**src/rtl/add_sub_pipe_pkg.sv**
```systemverilog
// Shared definitions for the pipelined adder/subtractor: operation encodings
// also used by the ALU decoder.
package add_sub_pipe_pkg;

   localparam logic OP_ADD = 1'b0;
   localparam logic OP_SUB = 1'b1;

endpackage

```
**src/rtl/add_chunk.sv**
```systemverilog
// Combinational CHUNK-bit adder slice. Also reports the carry into the slice
// MSB so the final stage can derive signed overflow.
module add_chunk #(
   parameter int CHUNK = 4
) (
   input  logic [CHUNK-1:0] a,
   input  logic [CHUNK-1:0] b,
   input  logic             cin,
   output logic [CHUNK-1:0] s,
   output logic             cout,
   output logic             c_msb
);

   logic [CHUNK:0] full;

   assign full  = {1'b0, a} + {1'b0, b} + {{CHUNK{1'b0}}, cin};
   assign s     = full[CHUNK-1:0];
   assign cout  = full[CHUNK];
   // sum bit = a ^ b ^ carry-in, so the carry into the MSB falls out of the XOR
   assign c_msb = a[CHUNK-1] ^ b[CHUNK-1] ^ s[CHUNK-1];

endmodule

```
**src/rtl/add_sub_pipe.sv**
```systemverilog
// Pipelined two's-complement adder/subtractor. One CHUNK-bit slice is resolved
// per stage; upper operand slices ride along (skew) and finished lower result
// slices accumulate (deskew). The whole pipe advances as one on en.
module add_sub_pipe
   import add_sub_pipe_pkg::*;
#(
   parameter int WIDTH = 8,
   parameter int CHUNK = 4
) (
   input  logic             clk,
   input  logic             rst_n,
   input  logic             in_valid,
   output logic             in_ready,
   input  logic [WIDTH-1:0] a,
   input  logic [WIDTH-1:0] b,
   input  logic             op,
   output logic             out_valid,
   input  logic             out_ready,
   output logic [WIDTH-1:0] sum,
   output logic             c_out,
   output logic             ovf,
   output logic             zero
);

   localparam int STAGES = WIDTH / CHUNK;

   logic                          en;
   logic [STAGES:1]               vld_pipe;
   logic [STAGES-1:0][WIDTH-1:0]  a_q, b_q, r_q;
   logic [STAGES-1:0][WIDTH-1:0]  a_d, b_d, r_d;
   logic [STAGES-1:0]             c_q, c_d, m_d;
   logic                          ovf_q, zero_q;
   logic                          unused_skew;

   assign en        = ~out_valid | out_ready;
   assign in_ready  = en;
   assign out_valid = vld_pipe[STAGES];

   // Operand bits already consumed and the last stage's skew copy have no reader.
   assign unused_skew = ^{a_q, b_q, m_d};

   for (genvar k = 0; k < STAGES; k++) begin : g_stage
      logic [WIDTH-1:0] ai, bi, ri;
      logic             ci;
      logic [CHUNK-1:0] s;

      if (k == 0) begin : g_head
         // Subtraction is a + ~b + 1: invert B and inject the +1 as carry-in.
         assign ai = a;
         assign bi = (op == OP_SUB) ? ~b : b;
         assign ci = (op == OP_SUB);
         assign ri = '0;
      end else begin : g_body
         assign ai = a_q[k-1];
         assign bi = b_q[k-1];
         assign ci = c_q[k-1];
         assign ri = r_q[k-1];
      end

      add_chunk #(.CHUNK(CHUNK)) u_chunk (
         .a     (ai[k*CHUNK +: CHUNK]),
         .b     (bi[k*CHUNK +: CHUNK]),
         .cin   (ci),
         .s     (s),
         .cout  (c_d[k]),
         .c_msb (m_d[k])
      );

      assign a_d[k] = ai;
      assign b_d[k] = bi;
      assign r_d[k] = ri | (WIDTH'(s) << (k*CHUNK));
   end

   // Advance valid chain, skew/deskew registers and flags together; hold on stall.
   always_ff @(posedge clk) begin
      if (!rst_n) begin
         vld_pipe <= '0;
         a_q      <= '0;
         b_q      <= '0;
         r_q      <= '0;
         c_q      <= '0;
         ovf_q    <= 1'b0;
         zero_q   <= 1'b0;
      end else if (en) begin
         vld_pipe <= (vld_pipe << 1) | STAGES'(in_valid);
         a_q      <= a_d;
         b_q      <= b_d;
         r_q      <= r_d;
         c_q      <= c_d;
         ovf_q    <= c_d[STAGES-1] ^ m_d[STAGES-1];
         zero_q   <= ~|r_d[STAGES-1];
      end
   end

   assign sum   = r_q[STAGES-1];
   assign c_out = c_q[STAGES-1];
   assign ovf   = ovf_q;
   assign zero  = zero_q;

endmodule

```
**config.mk**
```make
export PLATFORM = sky130hd
export DESIGN_NAME = add_sub_pipe
export DESIGN_NICKNAME = d
export VERILOG_FILES = /design/src/rtl/add_sub_pipe_pkg.sv /design/src/rtl/add_chunk.sv /design/src/rtl/add_sub_pipe.sv
export SDC_FILE = /design/constraint.sdc
export NUM_CORES = 1
export LEC_CHECK = 0
export ABC_CLOCK_PERIOD_IN_PS = 2600
export BUFFER_PORTS_ARGS = -buffer_cell sky130_fd_sc_hd__buf_2
export CORE_ASPECT_RATIO = 0.7
export CORE_MARGIN = 2
export CORE_UTILIZATION = 51
export DETAILED_ROUTE_END_ITERATION = 12
export PLACE_DENSITY_LB_ADDON = 0.12
export SLEW_MARGIN = 25
export SYNTH_ARGS = -nofsm -noshare
export SYNTH_HDL_FRONTEND = slang
export SYNTH_SLANG_ARGS = --single-unit
```
**constraint.sdc**
```tcl
create_clock -name clk -period 2.6 [get_ports clk]
set_clock_uncertainty 0.2 [all_clocks]
set_input_delay 0.26 -clock clk [delete_from_list [all_inputs] [get_ports clk]]
set_output_delay 0.26 -clock clk [all_outputs]
set_load 0.02 [all_outputs]
```
==> results.tsv <==
stage	metric	value	unit
outcome	outcome	finished clean	
global_route	vias in the first global route	879	
placed_design	DPL Wire Length	1757	um
clock_tree	CTS sink count	26	
critical_path	Worst Setup EP	zero$_SDFFE_PN0P_	
synth	Synth area leader	dfxtp_1	
timing	max-slew violation count	0	
synth	Post-Syn Nets	165	
final_layout	Final nets	200	
critical_path	internal reg-to-reg setup slack	350	ps
critical_path	Worst EP arrival	2340	ps
critical_path	CP bufs+invs	0	
detailed_routing	initial DRC count	50	
critical_path	crit-path leading delay family	adder cells	
min_path	Hold Crit Class	input port to flop	
clock_tree	clock slew at reported path FFs	140	ps
synth	Post-synth top flop	dfxtp_1	
die	core area	0.002421	mm^2
synth	synth warn	0	
critical_path	origin of the worst setup path	g_stage[1].ai[4]$_SDFFE_PN0P_	
critical_path	Max stage delay on crit path	460	ps
final_layout	fillcell total	215	
die	Rows	15	
global_route	grt ovf	0	
placed_design	I/O Buffers	33	
detailed_routing	TritonRoute pass-1 iters	4	
critical_path	CP max stage cell	fa_1	
power	Leakage	0.7845	nW
final_layout	Seq. cell area	520.5	um^2
timing	final setup violating endpoints	0	
synth	top cell type's share of synthesized area	0.4051	
die	DIE AREA	0.002943	mm^2
critical_path	Setup crit start kind	flop	
synth	Yosys reg bits	26	
global_route	initial antenna violation count	0	
timing	Max Fclk	444.6	MHz
synth	top cells by area, synth	dfxtp_1, nand2_1, a21boi_0, o211a_1, ha_1	
clock_tree	TritonCTS Buffers	3	
synth	Cells after Synth	135	
final_layout	proportion of layout cells with a drive suffix above 1	0.2544	
critical_path	Crit Path Class	flop to flop	
synth	library cells used by synthesis	29	
power	P per Cell Area	620.1	mW/mm^2
timing	Hold Vio Cnt, Final	0	
critical_path	Reg2Reg Launch Point	g_stage[1].ai[4]$_SDFFE_PN0P_	
detailed_routing	WL per Instance	11.85	um
die	initial core utilization	0.5307	
final_layout	area of the multi-input gates	713.2	um^2
global_route	all-layer global routing usage	0.1819	
die	Die W	64.00	um
critical_path	Cell Chain, Critical Path	fa_1 -> fa_1 -> or4_4 -> nor4_2 -> a31o_1	
critical_path	CP most frequent cell	fa_1	
placed_design	GPL Wtd Cong	0.7366	
synth	Synth Cell Area	0.001285	mm^2
detailed_routing	DR DRC count	0	
timing	Post-Route Setup TNS	0	ps
synth	Post-synth EDFFs	0	
detailed_routing	Routed WL	2406	um
timing	Final Critical Period	2249	ps
clock_tree	CTS root buffer	clkbuf_4	
critical_path	CP Depth	5	
critical_path	Worst Reg2Reg Path Length in Cells	5	
die	die height	46.00	um
final_layout	Area Growth Syn to Fin	21.23	%
final_layout	antenna diode count	0	
timing	Slew headroom	0.6999	
synth	Seq/Total Area, Yosys	0.4051	
power	peak supply drop	0.3510	mV
flow_run	max_cap viols	0	
global_route	first-pass GRT wire length	4002	um
timing	fin crit share	0.8651	
timing	RSZ-0062 raised after global routing	no	
critical_path	Worst setup EP type	flop	
detailed_routing	DRT antenna net count	0	
clock_tree	H-tree depth	1	
critical_path	reg-to-reg endpoint	zero$_SDFFE_PN0P_	
critical_path	Max FO, Critical Path	2	
clock_tree	CTS resizes	0	
timing	Slew @ Worst Pin	450.1	ps
detailed_routing	via count	1004	
clock_tree	CTS Buffer Depth	2	
clock_tree	Clock Latency Late Sink	330	ps
synth	average size of a mapped cell	9.518	um^2
timing	Min Hold Slack	71.29	ps
critical_path	critical path required time	2690	ps
detailed_routing	Via density	4.946	
clock_tree	CTS tree	built	
synth	asr flop ratio synth	0	
die	Ports	34	
global_route	largest net degree at the start of global routing	38	
==> worst register-to-register path, delay by kind of cell, from the launching register on <==
| kind | cells | cell delay (ps) |
|---|---|---|
| adder cells (fa/ha/maj) | 2 | 920 |
| flip-flops | 1 | 360 |
| AND/OR/NAND/NOR | 2 | 570 |
| AO/OA/AOI/OAI | 1 | 160 |
==> power breakdown <==
group          switching (mW)  internal [mW]  leakage, nW
clock network           0.123          0.156       0.0279
registers              0.0267          0.439        0.215
logic                   0.117          0.105        0.541
total                   0.266          0.700        0.784
==> worst min-delay path by stage <==
| stage | start | to | slack (ps) | cells past startpoint |
|---|---|---|---|---|
| detailed placement | sum[7]$_SDFFE_PN0P_ | sum[7]$_SDFFE_PN0P_ | 250 | 2 |
| finish | b[6] | g_stage[1].bi[6]$_SDFFE_PN0P_ | 70 | 4 |
| global route | b[6] | g_stage[1].bi[6]$_SDFFE_PN0P_ | 80 | 4 |
| CTS | b[6] | g_stage[1].bi[6]$_SDFFE_PN0P_ | 70 | 4 |
| floorplan | a[4] | g_stage[1].ai[4]$_SDFFE_PN0P_ | 210 | 2 |
| global placement | sum[7]$_SDFFE_PN0P_ | sum[7]$_SDFFE_PN0P_ | 240 | 2 |
==> registers in the layout, indices dropped and copies added, names as in the netlist <==
| register | count |
|---|---|
| g_stage.ai | 4 |
| vld_pipe | 2 |
| ovf | 1 |
| g_stage.bi | 4 |
| g_stage.ri | 4 |
| c_q | 2 |
| zero | 1 |
| sum | 8 |
==> metal layers <==
metal	global-route usage	up-vias	routed length, um
met4	0.05217	0	17
met1	0.2382	441	1165
met5	0	-	0
met3	0.05941	2	165
li1	-	532	-
met2	0.2917	29	1058
==> synth_stat cells, types with 2 or more instances <==
cell and n:
buf_2 6, ha_1 6, a21boi_0 12, xor2_1 4, o21ai_0 2, a21o_1 4, o211a_1 8, fa_1 3
a21oi_1 5, clkbuf_1 2, nand2_1 33, xnor2_1 8, dfxtp_1 26
==> cells by family after synthesis <==
family | count (synthesis) | synth area share
buf+inv | 10 | 0.03993
compound gates | 36 | 0.2113
mux | 1 | 0.008763
simple gates | 41 | 0.1480
flops | 26 | 0.4051
xor+xnor | 12 | 0.08179
fa+ha+maj | 9 | 0.1052
==> final cells by class <==
type                       instances  area share
multi-input combinational         99      0.4578
sequential                        26      0.3341
timing repair buffer              39      0.1430
tap                               34     0.02731
clock inverter                     1     0.01928
clock buffer                       3     0.01446
inverter                           1    0.004016
==> what timing repair did <==
action	CTS	global route
setup buffers	0	0
hold buffers	5	0
hold endpoints to repair	5	0
==> cells in the final DEF, fill, tap and decap left out <==
master and n:
nand2_4 1, o221ai_1 1, nand2_1 33, mux2_2 1, nor2b_1 1, xor2_1 4
a31oi_1 1, o21a_1 1, a31o_1 1, or4_4 1, bufinv_16 1, buf_4 1
and3_1 1, nor4_2 1, o211a_1 8, inv_4 1, nand3b_1 1, a21oi_1 5
o21ai_1 1, a21boi_0 12, nand3_1 1, dfxtp_1 26, nand4_1 1, a21o_1 4
dlygate4sd3_1 5, o21ai_0 2, fa_1 3, buf_2 33, xnor2_1 8, clkbuf_4 3
ha_1 6
==> metrics by stage <==
| step | power (mW) | std cells | util | instance area [um^2] | worst slack [ps] |
|---|---|---|---|---|---|
| 2_1_floorplan | 0.6292 | 135 | - | 1285 | 444.8 |
| 3_3_place_gp | 0.6847 | 194 | 0.6010 | 1455 | 410.0 |
| 3_5_place_dp | 0.6920 | 194 | 0.6010 | 1455 | 364.4 |
| 4_1_cts | 0.9777 | 203 | 0.6434 | 1558 | 337.0 |
| 5_1_grt | 1.021 | 203 | 0.6434 | 1558 | 236.8 |
| 6_report | 0.9659 | 203 | 0.6434 | 1558 | 350.8 |
No activity file was read; power rests on OpenSTA's default activity.
